## config.mk

```make
export PLATFORM = sky130hd
export DESIGN_NAME = mag_sq_flat
export DESIGN_NICKNAME = d
export VERILOG_FILES = /design/src/rtl/hog_pkg.sv /design/src/rtl/mag_sq_if.sv /design/src/rtl/mag_sq_mac.sv /design/src/rtl/mag_sq.sv /design/src/flat_wrapper.sv
export SDC_FILE = /design/constraint.sdc
export NUM_CORES = 1
export LEC_CHECK = 0
export ABC_AREA = 1
export CAP_MARGIN = 25
export CORE_MARGIN = 5
export CORE_UTILIZATION = 60
export DETAILED_ROUTE_END_ITERATION = 10
export PLACE_DENSITY = 0.85
export SLEW_MARGIN = 10
export SYNTH_ARGS = -nofsm -noshare
export SYNTH_HDL_FRONTEND = slang
export SYNTH_SLANG_ARGS = --single-unit
```

## constraint.sdc

```tcl
create_clock -name clk -period 4.7 [get_ports clk]
set_input_delay 1.175 -clock clk [delete_from_list [all_inputs] [get_ports clk]]
set_output_delay 1.175 -clock clk [all_outputs]
set_load 0.005 [all_outputs]
```

## src/rtl/hog_pkg.sv

```systemverilog
// Shared definitions for the gradient-magnitude pipeline: the default gradient
// width and the state encoding of the magnitude-squared sequencer.
package hog_pkg;

   localparam int G_W_DEFAULT = 9;

   typedef enum logic [1:0] {
      IDLE = 2'd0,
      SQ_X = 2'd1,
      SQ_Y = 2'd2,
      DONE = 2'd3
   } mag_sq_state_t;

endpackage

```

## src/rtl/mag_sq_if.sv

```systemverilog
// Handshake bundle between a gradient producer and mag_sq: a gx/gy request
// channel and a squared-magnitude result channel.
interface mag_sq_if
   import hog_pkg::*;
#(
   parameter int G_W = G_W_DEFAULT
);

   localparam int OUT_W = 2 * G_W;

   logic                    in_valid;
   logic                    in_ready;
   logic signed [G_W-1:0]   gx;
   logic signed [G_W-1:0]   gy;
   logic                    out_valid;
   logic                    out_ready;
   logic        [OUT_W-1:0] out_data;

   modport master (
      output in_valid, gx, gy, out_ready,
      input  in_ready, out_valid, out_data
   );

   modport slave (
      input  in_valid, gx, gy, out_ready,
      output in_ready, out_valid, out_data
   );

endinterface

```

## src/rtl/mag_sq_mac.sv

```systemverilog
// Bit-serial unsigned square-and-accumulate: operand*operand is added into acc
// one multiplier bit per cycle, LSB first, finishing after exactly G_W cycles.
module mag_sq_mac
   import hog_pkg::*;
#(
   parameter int G_W = G_W_DEFAULT
) (
   input  logic               clk,
   input  logic               rst,
   input  logic               start,
   input  logic               clear,
   input  logic [G_W-1:0]     operand,
   output logic               busy,
   output logic               done,
   output logic [2*G_W-1:0]   acc
);

   localparam int OUT_W = 2 * G_W;
   localparam int CNT_W = $clog2(G_W + 1);

   logic [OUT_W-1:0] acc_q;
   logic [OUT_W-1:0] mcand;
   logic [G_W-1:0]   mplier;
   logic [CNT_W-1:0] cnt;
   logic             busy_q;
   logic             done_q;
   logic [OUT_W-1:0] base;
   logic [OUT_W-1:0] addend;

   // The start cycle already consumes bit 0, so G_W edges cover all bits.
   always_comb begin
      base   = acc_q;
      addend = '0;
      if (start) begin
         if (clear) begin
            base = '0;
         end
         if (operand[0]) begin
            addend = OUT_W'(operand);
         end
      end else if (busy_q && mplier[0]) begin
         addend = mcand;
      end
   end

   // done is a one-cycle pulse, raised when acc already holds the full sum.
   always_ff @(posedge clk) begin
      if (rst) begin
         acc_q  <= '0;
         mcand  <= '0;
         mplier <= '0;
         cnt    <= '0;
         busy_q <= 1'b0;
         done_q <= 1'b0;
      end else begin
         done_q <= 1'b0;
         if (start) begin
            acc_q  <= base + addend;
            mcand  <= OUT_W'(operand) << 1;
            mplier <= operand >> 1;
            cnt    <= CNT_W'(1);
            busy_q <= 1'b1;
         end else if (busy_q) begin
            acc_q  <= base + addend;
            mcand  <= mcand << 1;
            mplier <= mplier >> 1;
            cnt    <= cnt + CNT_W'(1);
            if (cnt == CNT_W'(G_W - 1)) begin
               busy_q <= 1'b0;
               done_q <= 1'b1;
            end
         end
      end
   end

   assign busy = busy_q;
   assign done = done_q;
   assign acc  = acc_q;

endmodule

```

## src/rtl/mag_sq.sv

```systemverilog
// Squared gradient magnitude gx*gx + gy*gy, computed by one shared bit-serial
// MAC that squares |gx| and then accumulates |gy|^2 on top of it.
module mag_sq
   import hog_pkg::*;
#(
   parameter int G_W = G_W_DEFAULT
) (
   input  logic     clk,
   input  logic     rst,
   mag_sq_if.slave  bus
);

   localparam int OUT_W = 2 * G_W;

   mag_sq_state_t    state_q;
   mag_sq_state_t    state_d;
   logic [G_W-1:0]   abs_x;
   logic [G_W-1:0]   abs_y;
   logic [G_W-1:0]   gx_abs;
   logic [G_W-1:0]   gy_abs;
   logic [G_W-1:0]   gx_raw;
   logic [G_W-1:0]   gy_raw;
   logic [OUT_W-1:0] out_data_q;
   logic             mac_start;
   logic             mac_clear;
   logic [G_W-1:0]   mac_operand;
   logic             mac_busy;
   logic             mac_done;
   logic [OUT_W-1:0] mac_acc;

   // Magnitude fits in G_W unsigned bits, so the most negative input needs no clamp.
   always_comb begin
      gx_raw = bus.gx;
      gy_raw = bus.gy;
      gx_abs = gx_raw[G_W-1] ? (~gx_raw + G_W'(1)) : gx_raw;
      gy_abs = gy_raw[G_W-1] ? (~gy_raw + G_W'(1)) : gy_raw;
   end

   // First SQ_X cycle starts |gx|^2 with a cleared accumulator; the MAC's done
   // pulse then restarts it on |gy| without clearing.
   always_comb begin
      state_d     = state_q;
      mac_start   = 1'b0;
      mac_clear   = 1'b0;
      mac_operand = abs_x;
      case (state_q)
         IDLE: begin
            if (bus.in_valid) begin
               state_d = SQ_X;
            end
         end
         SQ_X: begin
            if (mac_done) begin
               state_d     = SQ_Y;
               mac_start   = 1'b1;
               mac_operand = abs_y;
            end else if (!mac_busy) begin
               mac_start   = 1'b1;
               mac_clear   = 1'b1;
            end
         end
         SQ_Y: begin
            if (mac_done) begin
               state_d = DONE;
            end
         end
         DONE: begin
            if (bus.out_ready) begin
               state_d = IDLE;
            end
         end
         default: state_d = IDLE;
      endcase
   end

   always_ff @(posedge clk) begin
      if (rst) begin
         state_q    <= IDLE;
         abs_x      <= '0;
         abs_y      <= '0;
         out_data_q <= '0;
      end else begin
         state_q <= state_d;
         if (state_q == IDLE && bus.in_valid) begin
            abs_x <= gx_abs;
            abs_y <= gy_abs;
         end
         if (state_q == SQ_Y && mac_done) begin
            out_data_q <= mac_acc;
         end
      end
   end

   mag_sq_mac #(
      .G_W (G_W)
   ) u_mac (
      .clk     (clk),
      .rst     (rst),
      .start   (mac_start),
      .clear   (mac_clear),
      .operand (mac_operand),
      .busy    (mac_busy),
      .done    (mac_done),
      .acc     (mac_acc)
   );

   assign bus.in_ready  = (state_q == IDLE);
   assign bus.out_valid = (state_q == DONE);
   assign bus.out_data  = out_data_q;

endmodule

```

## src/flat_wrapper.sv

```systemverilog
// flat-port wrapper written by rule: the top's interface ports become plain ports
module mag_sq_flat import hog_pkg::*;
#(
   parameter int G_W = G_W_DEFAULT
)
  (clk, rst, bus_in_valid, bus_gx, bus_gy, bus_out_ready, bus_in_ready, bus_out_valid, bus_out_data);
  mag_sq_if #(.G_W(G_W)) bus_i ();
  input  logic clk;
  input  logic rst;
  input wire logic [$bits(bus_i.in_valid)-1:0] bus_in_valid;
  input wire logic [$bits(bus_i.gx)-1:0] bus_gx;
  input wire logic [$bits(bus_i.gy)-1:0] bus_gy;
  input wire logic [$bits(bus_i.out_ready)-1:0] bus_out_ready;
  output wire logic [$bits(bus_i.in_ready)-1:0] bus_in_ready;
  output wire logic [$bits(bus_i.out_valid)-1:0] bus_out_valid;
  output wire logic [$bits(bus_i.out_data)-1:0] bus_out_data;
  assign bus_i.in_valid = bus_in_valid;
  assign bus_i.gx = bus_gx;
  assign bus_i.gy = bus_gy;
  assign bus_i.out_ready = bus_out_ready;
  assign bus_in_ready = bus_i.in_ready;
  assign bus_out_valid = bus_i.out_valid;
  assign bus_out_data = bus_i.out_data;
  mag_sq #(.G_W(G_W)) u_core (.clk(clk), .rst(rst), .bus(bus_i));
endmodule
```

==> flow_summary.json <==
{
  "die_h_um": 101.5,
  "cts_resized": 0,
  "grt-ovfl-total": 0,
  "clk_pin_slew_ns": 0.08,
  "synthMuxAreaShare_pct": 0.4482,
  "yosys.area.top_type": "dfxtp_1",
  "seq_area_sq_um": 1742,
  "dpl_cell_area_sq_um": 5423,
  "die_w_um": 101.5,
  "instances_no_fill": 866,
  "slew_headroom_pct": 42.65,
  "crit_family": "simple AND/OR/NAND/NOR gates",
  "async_flop_share_pct": 0,
  "vias": 4736,
  "grt_pass1_vias": 4354,
  "yosys.area_share.adder_pct": 6.624,
  "synthTopCellsByArea": "dfxtp_1 35%, nand2_1 11%, inv_1 7.9%, a21oi_1 7.2%, ha_1 6.2%",
  "drt_first_pass_iters": 5,
  "worstPathRequired_ns": 4.95,
  "ys_ff_latch": 87,
  "wl_um": 11660,
  "fin_skew_ns": 0.01164,
  "grt_max_degree": 36,
  "synthSimpleGateAreaFrac_pct": 23.36,
  "detail_route.wl_per_cell_um": 13.47,
  "outcome": "complete, no violations",
  "p_leak_nw": 2.654,
  "ys_warn_count": 0,
  "fill_cells": 725,
  "yosysSeqAreaShare_pct": 34.66,
  "synth_edf_count": 0,
  "final_common_cell": "nand2_1",
  "max-cap-violations": 0,
  "vias_per_cell": 5.469,
  "period_minus_slack_ns": 3.213,
  "path_cells": "inv_1, ha_1, nand2_2, inv_1, o21ai_1, o22ai_1, ha_1, a21oi_1, nand2_1, nand2_1, nand3_1, nand2_1, nand2_1, nand2_1, nand3_1, nand2_1, inv_1",
  "ctsHoldBuffers": 0,
  "synth_nets": 779,
  "tns_ns": 0,
  "synth_compound_area_share_pct": 19.80,
  "dieArea_sq_um": 10310,
  "worstSetupPathType": "reg -> reg",
  "synth_xor_area_share_pct": 3.137,
  "clockBufferDepth": 2,
  "area_delta_synth_final_pct": 11.43,
  "cp.arrival_ns": 3.46,
  "drive_gt1_share_pct": 5.519,
  "tightest_slew_ns": 0.8592,
  "avgSynthCellArea_sq_um": 6.874,
  "insertion_delay_ns": 0.35,
  "globalRouteTotalUtil_pct": 23.61,
  "cts_tree": "built",
  "insertedDiodeCount": 0,
  "finalSetupViolCount": 0,
  "cts_buffers": 9,
  "power_density_nw_per_um2": 466.0,
  "multi_input_area_sq_um": 2681,
  "synth_top_family_by_area": "simple AND/OR/NAND/NOR gates",
  "final_cell_area_sq_um": 5599,
  "cts_root_buffer": "clkbuf_8",
  "hold_path_class": "reg -> reg",
  "io_pins": 42,
  "fmax_ghz": 0.3112,
  "layout_common_cells": "144 x nand2_1, 106 x inv_1, 87 x dfxtp_1",
  "rsz0062_at_grt": "no",
  "layout.nets": 804,
  "ir_drop_uv": 397.7,
  "path_common_cell": "nand2_1",
  "synth_cell_type_count": 40,
  "drcViolationCount": 0,
  "dpl.hpwl_um": 8794,
  "place_congestion": 0.9385,
  "ys.flop_type": "dfxtp_1",
  "postSynthCellCount": 731,
  "grt_first_pass_wirelength_um": 19780,
  "path_buf_inv": 3,
  "cts_setup_buffers": 0,
  "endpoint_kind": "flop",
  "drt_iter0_markers": 227,
  "cpMaxStageDelayCell": "ha_1",
  "grt_antenna_before_repair": 0,
  "antenna_left": 0,
  "numPortBuffers": 41,
  "post-route-period-util_pct": 68.37,
  "cp_max_fo": 12,
  "critPathMaxStageDelay_ns": 0.38,
  "placed_cells": 850,
  "cts_max_level": 3,
  "initial_core_util_pct": 61.46,
  "hold_violations": 0,
  "slew_viol_final": 0,
  "core_area_sq_um": 8175,
  "cp-start-kind": "flop",
  "synth_area_sq_um": 5025,
  "rows": 33,
  "synth_top_area_share_pct": 34.66,
  "clock_sinks": 87
}
metal layers:
layer / vias up / share of wire, % / track usage (%)
met2: 152 / 45 / 37.68
li1: 2423 / - / -
met5: - / 0 / 0
met1: 2147 / 48 / 33.52
met4: 0 / 1.4 / 6.953
met3: 14 / 5.8 / 2.961
worst min-delay path, delay by kind of cell, from the launching register on:
family	cells	cell delay (ns)
AO/OA/AOI/OAI	1	0.06
AND/OR/NAND/NOR	1	0.06
flip-flops	1	0.31
layout make-up:
| type | instances | share of cell area, % |
|---|---|---|
| clock buffer | 13 | 2.838 |
| clock inverter | 3 | 0.3128 |
| inverter | 112 | 7.508 |
| multi-input combinational | 500 | 47.89 |
| sequential | 87 | 31.11 |
| tap | 105 | 2.346 |
| timing repair buffer | 46 | 8.000 |
synthesized netlist by cell type (2+ instances only):
master      n
dfxtp_1    87
clkbuf_1   12
a211oi_1    2
o22ai_1     7
nand3_1    44
o211ai_1   15
o221ai_1    3
nand4_1     4
nor3_1      4
and2_1      2
o21ai_1    10
buf_6       4
o21ai_0    50
o21a_1      2
o31ai_1     2
nor2_1     72
nor4_1      2
nand2_1   144
xor2_1     17
buf_4       5
o211ai_2    3
a21oi_1    72
inv_2       5
ha_1       25
inv_1     106
nor2_2      6
a31oi_1     2
o21ai_2     2
buf_2      10
nand2_2     2
logic make-up after synthesis:
kind of cell / count (synthesis)
compound gates: 173
fa+ha+maj: 26
buf+inv: 144
xor+xnor: 18
flops: 87
simple gates: 282
mux: 1
final timing paths:
path / start / cells after the start / to / slack (ns)
setup reg to reg: u_core.state_q[1] / 17 / u_core.u_mac.acc[13] / 1.49
hold reg to reg: u_core.u_mac.mplier[7] / 2 / u_core.u_mac.mplier[7] / 0.47
hold / removal: u_core.u_mac.mplier[7] / 2 / u_core.u_mac.mplier[7] / 0.47
setup / recovery: u_core.state_q[1] / 17 / u_core.u_mac.acc[13] / 1.49
state kept, by name, summed over array words and instances, names as in the netlist:
register and count:
u_core.bus.out_data 18, u_core.u_mac.acc 18, u_core.u_mac.mcand 17, u_core.abs_x 9, u_core.abs_y 9, u_core.u_mac.mplier 8
u_core.u_mac.cnt 4, u_core.state_q 2, u_core.u_mac.busy 1, u_core.u_mac.done 1
stage by stage:
step | setup slack, ns | util (%) | power, mW | hold WS, ns
6_report | 1.487 | 68.49 | 2.609 | 0.4738
2_1_floorplan | 2.138 | - | 1.917 | 0.4319
3_5_place_dp | 1.562 | 66.33 | 2.131 | 0.4602
3_3_place_gp | 1.633 | 66.33 | 2.093 | 0.4613
5_1_grt | 1.125 | 68.49 | 2.809 | 0.4966
4_1_cts | 1.548 | 68.49 | 2.601 | 0.4707
power by group:
part	internal [mW]	switching, mW
clock network	0.220	0.254
registers	0.933	0.110
logic	0.370	0.722
total	1.52	1.09
Power figures use the tool's default switching activity.
